`src/rtl/wormhole_teleport_arbiter.sv`:
```
// wormhole_teleport_arbiter: round-robin teleport grant for player and two enemy ships,
// with sticky edge-triggered requests and a oneSec-based cooldown between grants.
module wormhole_teleport_arbiter #(
   parameter int COOLDOWN_SEC = 2
) (
   input  logic       clk,
   input  logic       resetN,
   input  logic       oneSec,
   input  logic       game_active,
   input  logic [2:0] coll_wh1,
   input  logic [2:0] coll_wh2,
   output logic       tp_valid,
   output logic [2:0] tp_grant,
   output logic       tp_dest_wh2,
   output logic       busy,
   output logic [2:0] pending
);
   localparam int CW = (COOLDOWN_SEC > 0) ? $clog2(COOLDOWN_SEC + 1) : 1;
   localparam logic [CW-1:0] CMAX = CW'(COOLDOWN_SEC);
   typedef enum logic [1:0] {IDLE, GRANT, COOLDOWN} state_t;
   state_t state, state_n;
   logic [CW-1:0] cnt, cnt_n;
   logic [1:0] ptr, ptr_n, win, win_n, pick;
   logic [2:0] pend_n, src, src_n, prev_hit, hit, rise, base, clr, fresh;
   assign hit  = coll_wh1 | coll_wh2;
   assign rise = hit & ~prev_hit & {3{game_active}};
   assign pick = (ptr == 2'd0) ? (pending[1] ? 2'd1 : pending[2] ? 2'd2 : 2'd0) :
                 (ptr == 2'd1) ? (pending[2] ? 2'd2 : pending[0] ? 2'd0 : 2'd1) :
                                 (pending[0] ? 2'd0 : pending[1] ? 2'd1 : 2'd2);
   always_comb begin
      state_n = state;
      cnt_n   = cnt;
      ptr_n   = ptr;
      win_n   = win;
      clr     = 3'b000;
      case (state)
         IDLE: if (game_active && |pending) begin
            state_n = GRANT;
            win_n   = pick;
         end
         GRANT: begin
            clr     = 3'b001 << win;
            ptr_n   = win;
            cnt_n   = '0;
            state_n = (COOLDOWN_SEC == 0) ? IDLE : COOLDOWN;
         end
         COOLDOWN: if (oneSec) begin
            cnt_n = cnt + 1'b1;
            if (cnt_n == CMAX) state_n = IDLE;
         end
         default: state_n = IDLE;
      endcase
      // the grant clears first so a fresh edge from the winner re-arms it
      base   = pending & ~clr;
      fresh  = rise & ~base;
      pend_n = base | fresh;
      src_n  = (src & ~fresh) | (coll_wh2 & ~coll_wh1 & fresh);
      if (!game_active) begin
         state_n = IDLE;
         pend_n  = '0;
         cnt_n   = '0;
      end
   end
   always_ff @(posedge clk or negedge resetN)
      if (!resetN) begin
         state    <= IDLE;
         cnt      <= '0;
         ptr      <= 2'd2;
         win      <= 2'd0;
         pending  <= '0;
         src      <= '0;
         prev_hit <= '0;
      end else begin
         state    <= state_n;
         cnt      <= cnt_n;
         ptr      <= ptr_n;
         win      <= win_n;
         pending  <= pend_n;
         src      <= src_n;
         prev_hit <= hit;
      end
   assign tp_valid    = state == GRANT;
   assign tp_grant    = tp_valid ? 3'b001 << win : 3'b000;
   assign tp_dest_wh2 = tp_valid & ~src[win];
   assign busy        = state != IDLE;
endmodule

```
`config.mk`:
```
export PLATFORM = sky130hd
export DESIGN_NAME = wormhole_teleport_arbiter
export DESIGN_NICKNAME = d
export VERILOG_FILES = /design/src/rtl/wormhole_teleport_arbiter.sv
export SDC_FILE = /design/constraint.sdc
export NUM_CORES = 1
export LEC_CHECK = 0
export CORE_MARGIN = 2
export CORE_UTILIZATION = 52
export CTS_CLUSTER_SIZE = 10
export DETAILED_ROUTE_END_ITERATION = 12
export PLACE_DENSITY = 0.84
export REMOVE_ABC_BUFFERS = 1
export SYNTH_ARGS = -nofsm -noshare
export SYNTH_HDL_FRONTEND = slang
export SYNTH_SLANG_ARGS = --single-unit
```
`constraint.sdc`:
```
create_clock -name clk -period 2.9 [get_ports clk]
set_clock_uncertainty 0.05 [all_clocks]
set_input_delay 0.435 -clock clk [delete_from_list [all_inputs] [get_ports clk]]
set_output_delay 0.435 -clock clk [all_outputs]
set_load 0.02 [all_outputs]
```
Word-level counts from Yosys, hierarchy flattened
Index checks and enable logic that the tools add are counted.
{"block": "classes", "add_sub_neg": 1, "n_lt_le_gt_ge": 1, "n_eq_ne": 8, "shift": 1, "n_mux": 20, "bitwise_logic": 17, "reduce_logical": 8}
{"cell": "2-bit two-way mux", "n": 13}
{"cell": "3-bit AND", "n": 7}
{"cell": "3-bit inverter", "n": 5}
{"cell": "3-bit inequality test, second input constant", "n": 3}
{"cell": "3-bit OR", "n": 3}
{"cell": "3-bit two-way mux", "n": 2}
{"cell": "2-bit one-hot mux with 3 select lines", "n": 1}
{"cell": "2-bit by 1-bit equality test with 1-bit output, second input constant", "n": 2}
{"cell": "2-bit equality test, second input constant", "n": 2}
{"cell": "2-bit zero test", "n": 2}
{"cell": "2-bit one-hot mux with 2 select lines", "n": 1}
{"cell": "2-bit AND reduction", "n": 2}
{"cell": "2-bit by 3-bit less-than comparator with 1-bit output, second input constant", "n": 1}
{"cell": "3-bit by 1-bit inequality test with 1-bit output, second input constant", "n": 1}
{"cell": "3-bit AND reduction", "n": 1}
{"cell": "3-bit OR reduction", "n": 1}
{"cell": "1-bit by 2-bit left shift with 3-bit output, first input constant", "n": 1}
{"cell": "2-bit by 1-bit adder with 2-bit output, second input constant", "n": 1}
{"cell": "1-bit binary-select mux with 2-bit select", "n": 1}
{"cell": "1-bit two-way mux", "n": 2}
{"cell": "2-bit nonzero test", "n": 1}
{"cell": "1-bit AND", "n": 1}
{"cell": "1-bit logical AND", "n": 1}
{"cell": "1-bit inverter", "n": 1}
{"block": "totals", "regBits": 17, "output_inout_bits": 9, "elab_cells": 63}

Depth between registers and ports, before layout
Gate-level depths: netlist of run 1.
{"block": "depth", "word_depth": 9, "depth_mapped": 5, "mapped_depth_nobuf": 5}

Worst setup path before layout of run 1
No wires, ideal clock.
{"block": "synth_timing", "kind": "register -> output", "from": "reg state[1]", "to": "out tp_dest_wh2", "t_arrival_ns": 1.323, "t_required_ns": 2.415, "slack_ns": 1.092, "stages_incl_launch_ff": 4, "path_cell_list": "dfrtp_1 -> nand2b_4 -> buf_6 -> a311oi_1"}
{"block": "synth_between", "elab_chain_cells": 2}
{"item": "start, declared", "line_no": "21", "source": "state_t state, state_n;"}
{"item": "start signal, assigned", "line_no": "74", "source": "state <= state_n;"}
{"item": "2-bit by 1-bit equality test with 1-bit output", "line_no": "82", "source": "assign tp_valid = state == GRANT;"}
{"item": "1-bit AND", "line_no": "84", "source": "assign tp_dest_wh2 = tp_valid & ~src[win];"}
{"item": "end, declared", "line_no": "14", "source": "output logic tp_dest_wh2,"}
Every way passes these cells.

Worst setup path in the final report of run 1
{"block": "layout_timing", "from": "reg win[0]", "to": "out tp_dest_wh2"}
{"block": "layout_between", "elab_chain_cells": 4}
{"item": "start, declared", "line_no": "23", "source": "logic [1:0] ptr, ptr_n, win, win_n, pick;"}
{"item": "start signal, assigned", "line_no": "77", "source": "win <= win_n;"}
{"item": "1-bit binary-select mux with 2-bit select", "line_no": "84"}
{"item": "1-bit two-way mux (implied by the code)", "line_no": "84"}
{"item": "1-bit inverter", "line_no": "84"}
{"item": "1-bit AND", "line_no": "84"}
Every way passes these cells. The select of a mux whose other input is x is not followed.

==> flow_summary.yaml, run 1 <==
status:
  outcome: "complete, no violations"
hold_path:
  min_from: "ptr[0]"
  hold_path.class: "reg -> reg"
routing:
  wl_per_cell_um: 13.2
  drt_iter0_markers: 1
  totalWireLength_mm: 1.61
  via_per_inst: 5.62
  dr.pass1.iters: 4
  drc_errors: 0
  drtAntennaViolNets: 0
  vias: 686
synthesis:
  ys.flop_type: "dfrtp_1"
  synth_area_per_cell_um2: 10.2
  ys_seq_elements: 17
  yosysUniqueCellTypes: 31
  netlist_area_um2: 876
  synthCells: 86
  yosysWarnings: 0
  seq_area_frac_synth_pct: 48.7
  synth-edff-count: 0
  synthArstFlopShare_pct: 100
finish:
  area_delta_synth_final_pct: 24.0
  n_fill_cell: 123
  multiInputGateArea_um2: 403
  final_area_um2: 1090
  num_antenna_cells: 0
  regArea_um2: 427
  drive_gt1_share_pct: 9.43
  final_cells: 122
  fin_nets: 118
clocking:
  cts_buffers: 3
  postCtsSetupBuffers: 0
  cts_resized: 0
  cts_htree_levels: 1
  cts_buffer_depth: 2
  ctsHoldBuffers: 0
  cts_tree: "yes"
  root_buffer: "clkbuf_4"
  cts_sinks: 17
  clk_pin_slew_worst_paths_ns: 0.09
  clk_latency_ns: 0.28
setup_path:
  crit-reg2reg-launch: "win[1]"
  start_kind: "flop"
  endpoint_kind: "output port"
  critPathKind: "reg -> out"
  crit_required_ns: 2.41
  worstPathMaxFanout: 6
  critical_path_arrival_ns: 1.92
  timing.critical_path.from: "win[0]"
sta:
  slew_headroom_pct: 51.0
  setup_violations: 0
  slew_violations: 0
  tightest_slew_ns: 0.732
  hold_viol_final: 0
  period_needed_ns: 2.40
  grt_setup_unrepaired: "false"
  fin_crit_sh_pct: 82.9
  whs_ns: 0.501
  max_freq_mhz: 416
  fin_tns_setup_ns: 0
global_routing:
  grt_overflow: 0
  grt_pass1_vias: 642
  grt_usage_pct: 18.0
  antenna_found_initial: 0
  grt_max_degree: 18
  grt_first_pass_wirelength_mm: 2.66
placement:
  dpl.hpwl_mm: 1.25
  routabilityCongestion: 0.764
  placed_cells: 118
  place_area_um2: 1060
  portBuffers: 18
pwr:
  seqPwrFrac_pct: 53.3
  p_per_area_nw_per_um2: 630
  peakVddDrop_mv: 0.467
  pwr-share-comb_pct: 28.9
  p_sw_uw: 244
  p_int_uw: 441
  p_clk_share_pct: 17.8
  switching_share_pct: 35.6
  p_leak_uw: 0.000429
die:
  dieArea_um2: 2030
  fp.dieW_um: 45.0
  rows: 14
  start_util_pct: 56.8
  die_h_um: 45.0
  ios: 19
  core_um2: 1540
job:
  drv_cap: 0
## layout make-up
class / count / area share (%)
clock buffer: 4 / 2.42
sequential: 17 / 39.3
tap: 16 / 1.84
timing repair buffer: 18 / 16.6
inverter: 8 / 2.76
multi-input combinational: 59 / 37.1
## path summary, 6_finish.rpt
kind	end	slack (ns)	cells after the start
worst min register to register	ptr[0]	0.50	2
worst max register to register	pending[2]	1.45	4
worst min-delay path	ptr[0]	0.50	2
worst max-delay path	tp_dest_wh2	0.50	4
min in group asynchronous	asynchronous set/reset pin	0.53	1
max in group asynchronous	cnt[0]	1.81	1
## cell usage after synthesis, types with 2 or more instances
| cell | instances | area [um2] |
|---|---|---|
| dfrtp_1 | 16 | 400 |
| inv_1 | 7 | 26.3 |
| nor2_1 | 7 | 26.3 |
| a21oi_1 | 6 | 30.0 |
| a31oi_1 | 6 | 37.5 |
| nor2b_1 | 6 | 37.5 |
| and2_1 | 3 | 18.8 |
| nand2_1 | 3 | 11.3 |
| nor3_1 | 3 | 15.0 |
| o21ai_1 | 3 | 15.0 |
| a21boi_1 | 2 | 15.0 |
| nand2b_1 | 2 | 12.5 |
| o21ai_0 | 2 | 10.0 |
| o22ai_1 | 2 | 12.5 |
| o31ai_4 | 2 | 42.5 |
## worst max-delay path, cell delays in order, from the launching register on
cell	delay, ns
dfrtp_1	0.51
mux2i_1	0.22
nor2_1	0.06
a311oi_1	0.20
clkdlybuf4s50_1	0.65
## power groups by stage
stage / clock network (uW) / registers (uW) / logic, uW
after floorplan: 0 / 353 / 133
after global placement: 0 / 361 / 195
after detailed placement: 0 / 366 / 199
after CTS: 127 / 362 / 200
after global routing: 137 / 373 / 216
final: 122 / 364 / 198
## cells by family after synthesis
logic type	share of synthesized area, %
AND/OR/NAND/NOR	20.7
buffers and inverters	5.29
multiplexers	2.43
adder cells (fa/ha/maj)	1.43
AO/OA/AOI/OAI	21.4
flip-flops	48.7
## cell usage in the layout (no fill, tap or decap), types with 3 or more instances in the layout
cell type / count
a21oi_1: 6
a31oi_1: 6
and2_1: 3
clkbuf_4: 3
clkdlybuf4s50_1: 18
dfrtp_1: 16
inv_1: 7
nand2_1: 3
nor2_1: 7
nor2b_1: 6
nor3_1: 3
o21ai_1: 3
## stage by stage
stage	utilization, %	total power (uW)	worst slack [ns]
detailed placement	68.8	565	0.822
CTS	70.5	689	0.493
floorplan	-	486	1.15
global route	70.5	727	0.415
global placement	68.8	556	0.847
finish	70.5	684	0.495
## routing by layer
layer / vias to the layer above / share of wire, % / GRT usage (%)
li1: 346 / - / -
met1: 322 / 45 / 22.5
met2: 14 / 51 / 32.0
met3: 4 / 2.9 / 2.40
met5: - / 0 / 0
met4: 0 / 1.2 / 5.88
Power figures use the tool's default switching activity.
==> inputs of run 2 (changes only) <==
CORE_UTILIZATION = 48   (was 52)
PLACE_DENSITY = 0.78   (was 0.84)
clock period = 2.45 ns   (was 2.9 ns; I/O delays follow)
==> run 2 against run 1 <==
Hold slack worse by 0.023 ns. Clock-buffer cell count stayed put. Critical endpoint is now tp_grant[0]. Register-to-register slack got worse by 0.37 ns. Design area is 1.3% higher. Largest power group unchanged. Wire length grew 4.3%. Die area grew 7.6%. Core utilization down 6.8 points. Sequential share of layout area decreased by 0.49 points. Largest cell class unchanged.
==> flow_summary.yaml, run 2 (same netlist as run 1, synthesis figures left out) <==
status:
  outcome: "complete, no violations"
job:
  drv_cap: 0
routing:
  via_per_inst: 5.22
  top_layer_used: "met4"
  wl_per_cell_um: 12.8
  wl_met2_um: 845
  met3_length_um: 62
  vias: 684
  dr.pass1.iters: 4
  drt_iter0_markers: 13
  totalWireLength_mm: 1.68
  drtAntennaViolNets: 0
  met1Wirelength_um: 765
  drc_errors: 0
setup_path:
  worstPathMaxFanout: 12
  path_cells: "nand2b_4 -> nor3_1 -> clkdlybuf4s50_1"
  r2r_end: "pending[2]"
  critPathSlowestCell: "clkdlybuf4s50_1"
  cpLargestDelayFamily: "buffers and inverters"
  cpPeakStageDelay_ns: 0.64
  critPathKind: "reg -> out"
  endpoint_kind: "output port"
  crit_required_ns: 2.03
  crit-reg2reg-launch: "win[1]"
  regToRegSetupSlack_ns: 1.08
  crit_buf_inv: 1
  critical_path_arrival_ns: 1.83
  start_kind: "flop"
  reg2reg_depth: 4
hold_path:
  hold_path.class: "in -> async"
clocking:
  cts_buffers: 3
  cts_sinks: 17
  clk_latency_ns: 0.28
  cts_tree: "yes"
  cts_buffer_depth: 2
  root_buffer: "clkbuf_4"
  ctsHoldBuffers: 0
  clk_pin_slew_worst_paths_ns: 0.10
  cts_htree_levels: 1
finish:
  drive_gt1_share_pct: 9.43
  final_cell_mix: "clkdlybuf4s50_1, dfrtp_1, inv_1, nor2_1"
  final_common_cell: "clkdlybuf4s50_1"
  area_delta_synth_final_pct: 25.6
  fin_nets: 118
  multiInputGateArea_um2: 403
  regArea_um2: 427
  n_fill_cell: 150
  num_antenna_cells: 0
  final_util_pct: 63.7
placement:
  routabilityCongestion: 0.775
  portBuffers: 18
  dpl.hpwl_mm: 1.25
pwr:
  p_leak_uw: 0.000446
  p_per_area_nw_per_um2: 738
  peakVddDrop_mv: 0.525
sta:
  whs_ns: 0.477
  hold_viol_final: 0
  max_freq_mhz: 445
  grt_setup_unrepaired: "false"
  fin_tns_setup_ns: 0
  period_needed_ns: 2.25
  slew_headroom_pct: 48.3
  tightest_slew_ns: 0.773
  setup_violations: 0
  fin_crit_sh_pct: 91.8
  slew_violations: 0
global_routing:
  grt_pass1_vias: 664
  grt_max_degree: 18
  grt_usage_pct: 18.1
  grt_first_pass_wirelength_mm: 2.73
  grt_overflow: 0
  antenna_found_initial: 0
die:
  rows: 15
  core_um2: 1730
  ios: 19
  start_util_pct: 50.7
  dieArea_um2: 2180
  fp.dieW_um: 46.7
  die_h_um: 46.7
[run 2: cell types whose count changed in the layout (fill, tap and decap cells not counted)]
cell	before	now
dlymetal6s2s_1	0	1
clkdlybuf4s50_1	18	17
[run 2: power by group]
part	internal, uW	switching (uW)
combinational	117	118
clock	63.1	84.8
sequential	341	87.4
[run 2: stage by stage]
stage	instances	total power [uW]	worst slack [ns]	area (um2)
floorplan	84	575	0.765	860
CTS	131	817	0.0882	1100
global placement	127	659	0.438	1070
detailed placement	127	670	0.429	1070
global route	131	864	0.103	1100
finish	131	811	0.200	1100
[run 2: routing by layer]
metal  vias to the layer above  track usage [%]
li1                        342                -
met2                        15             30.8
met3                         2             2.35
met5                         -                0
met4                         0             7.78
met1                       325             23.0
[run 2: worst max path at each step]
stage	startpoint	endpoint	slack (ns)	depth (start not counted)
after global placement	state[1]	tp_dest_wh2	0.44	3
after floorplan	win[0]	tp_dest_wh2	0.76	3
after CTS	state[1]	tp_dest_wh2	0.09	3
final	state[1]	tp_grant[0]	0.20	3
after global routing	state[1]	tp_grant[0]	0.10	3
after detailed placement	state[1]	tp_dest_wh2	0.43	3
[run 2: layout make-up]
| cell class | instances | share of cell area [%] |
|---|---|---|
| sequential | 17 | 38.8 |
| timing repair buffer | 18 | 16.6 |
| clock buffer | 4 | 2.39 |
| multi-input combinational | 59 | 36.6 |
| tap | 25 | 2.84 |
| inverter | 8 | 2.73 |
[run 2: what timing repair did]
action                                  CTS  global route
endpoints found under the setup margin    0             1
setup buffers                             0             0
gates resized for setup                   0             1
endpoints found under the hold margin     0             0
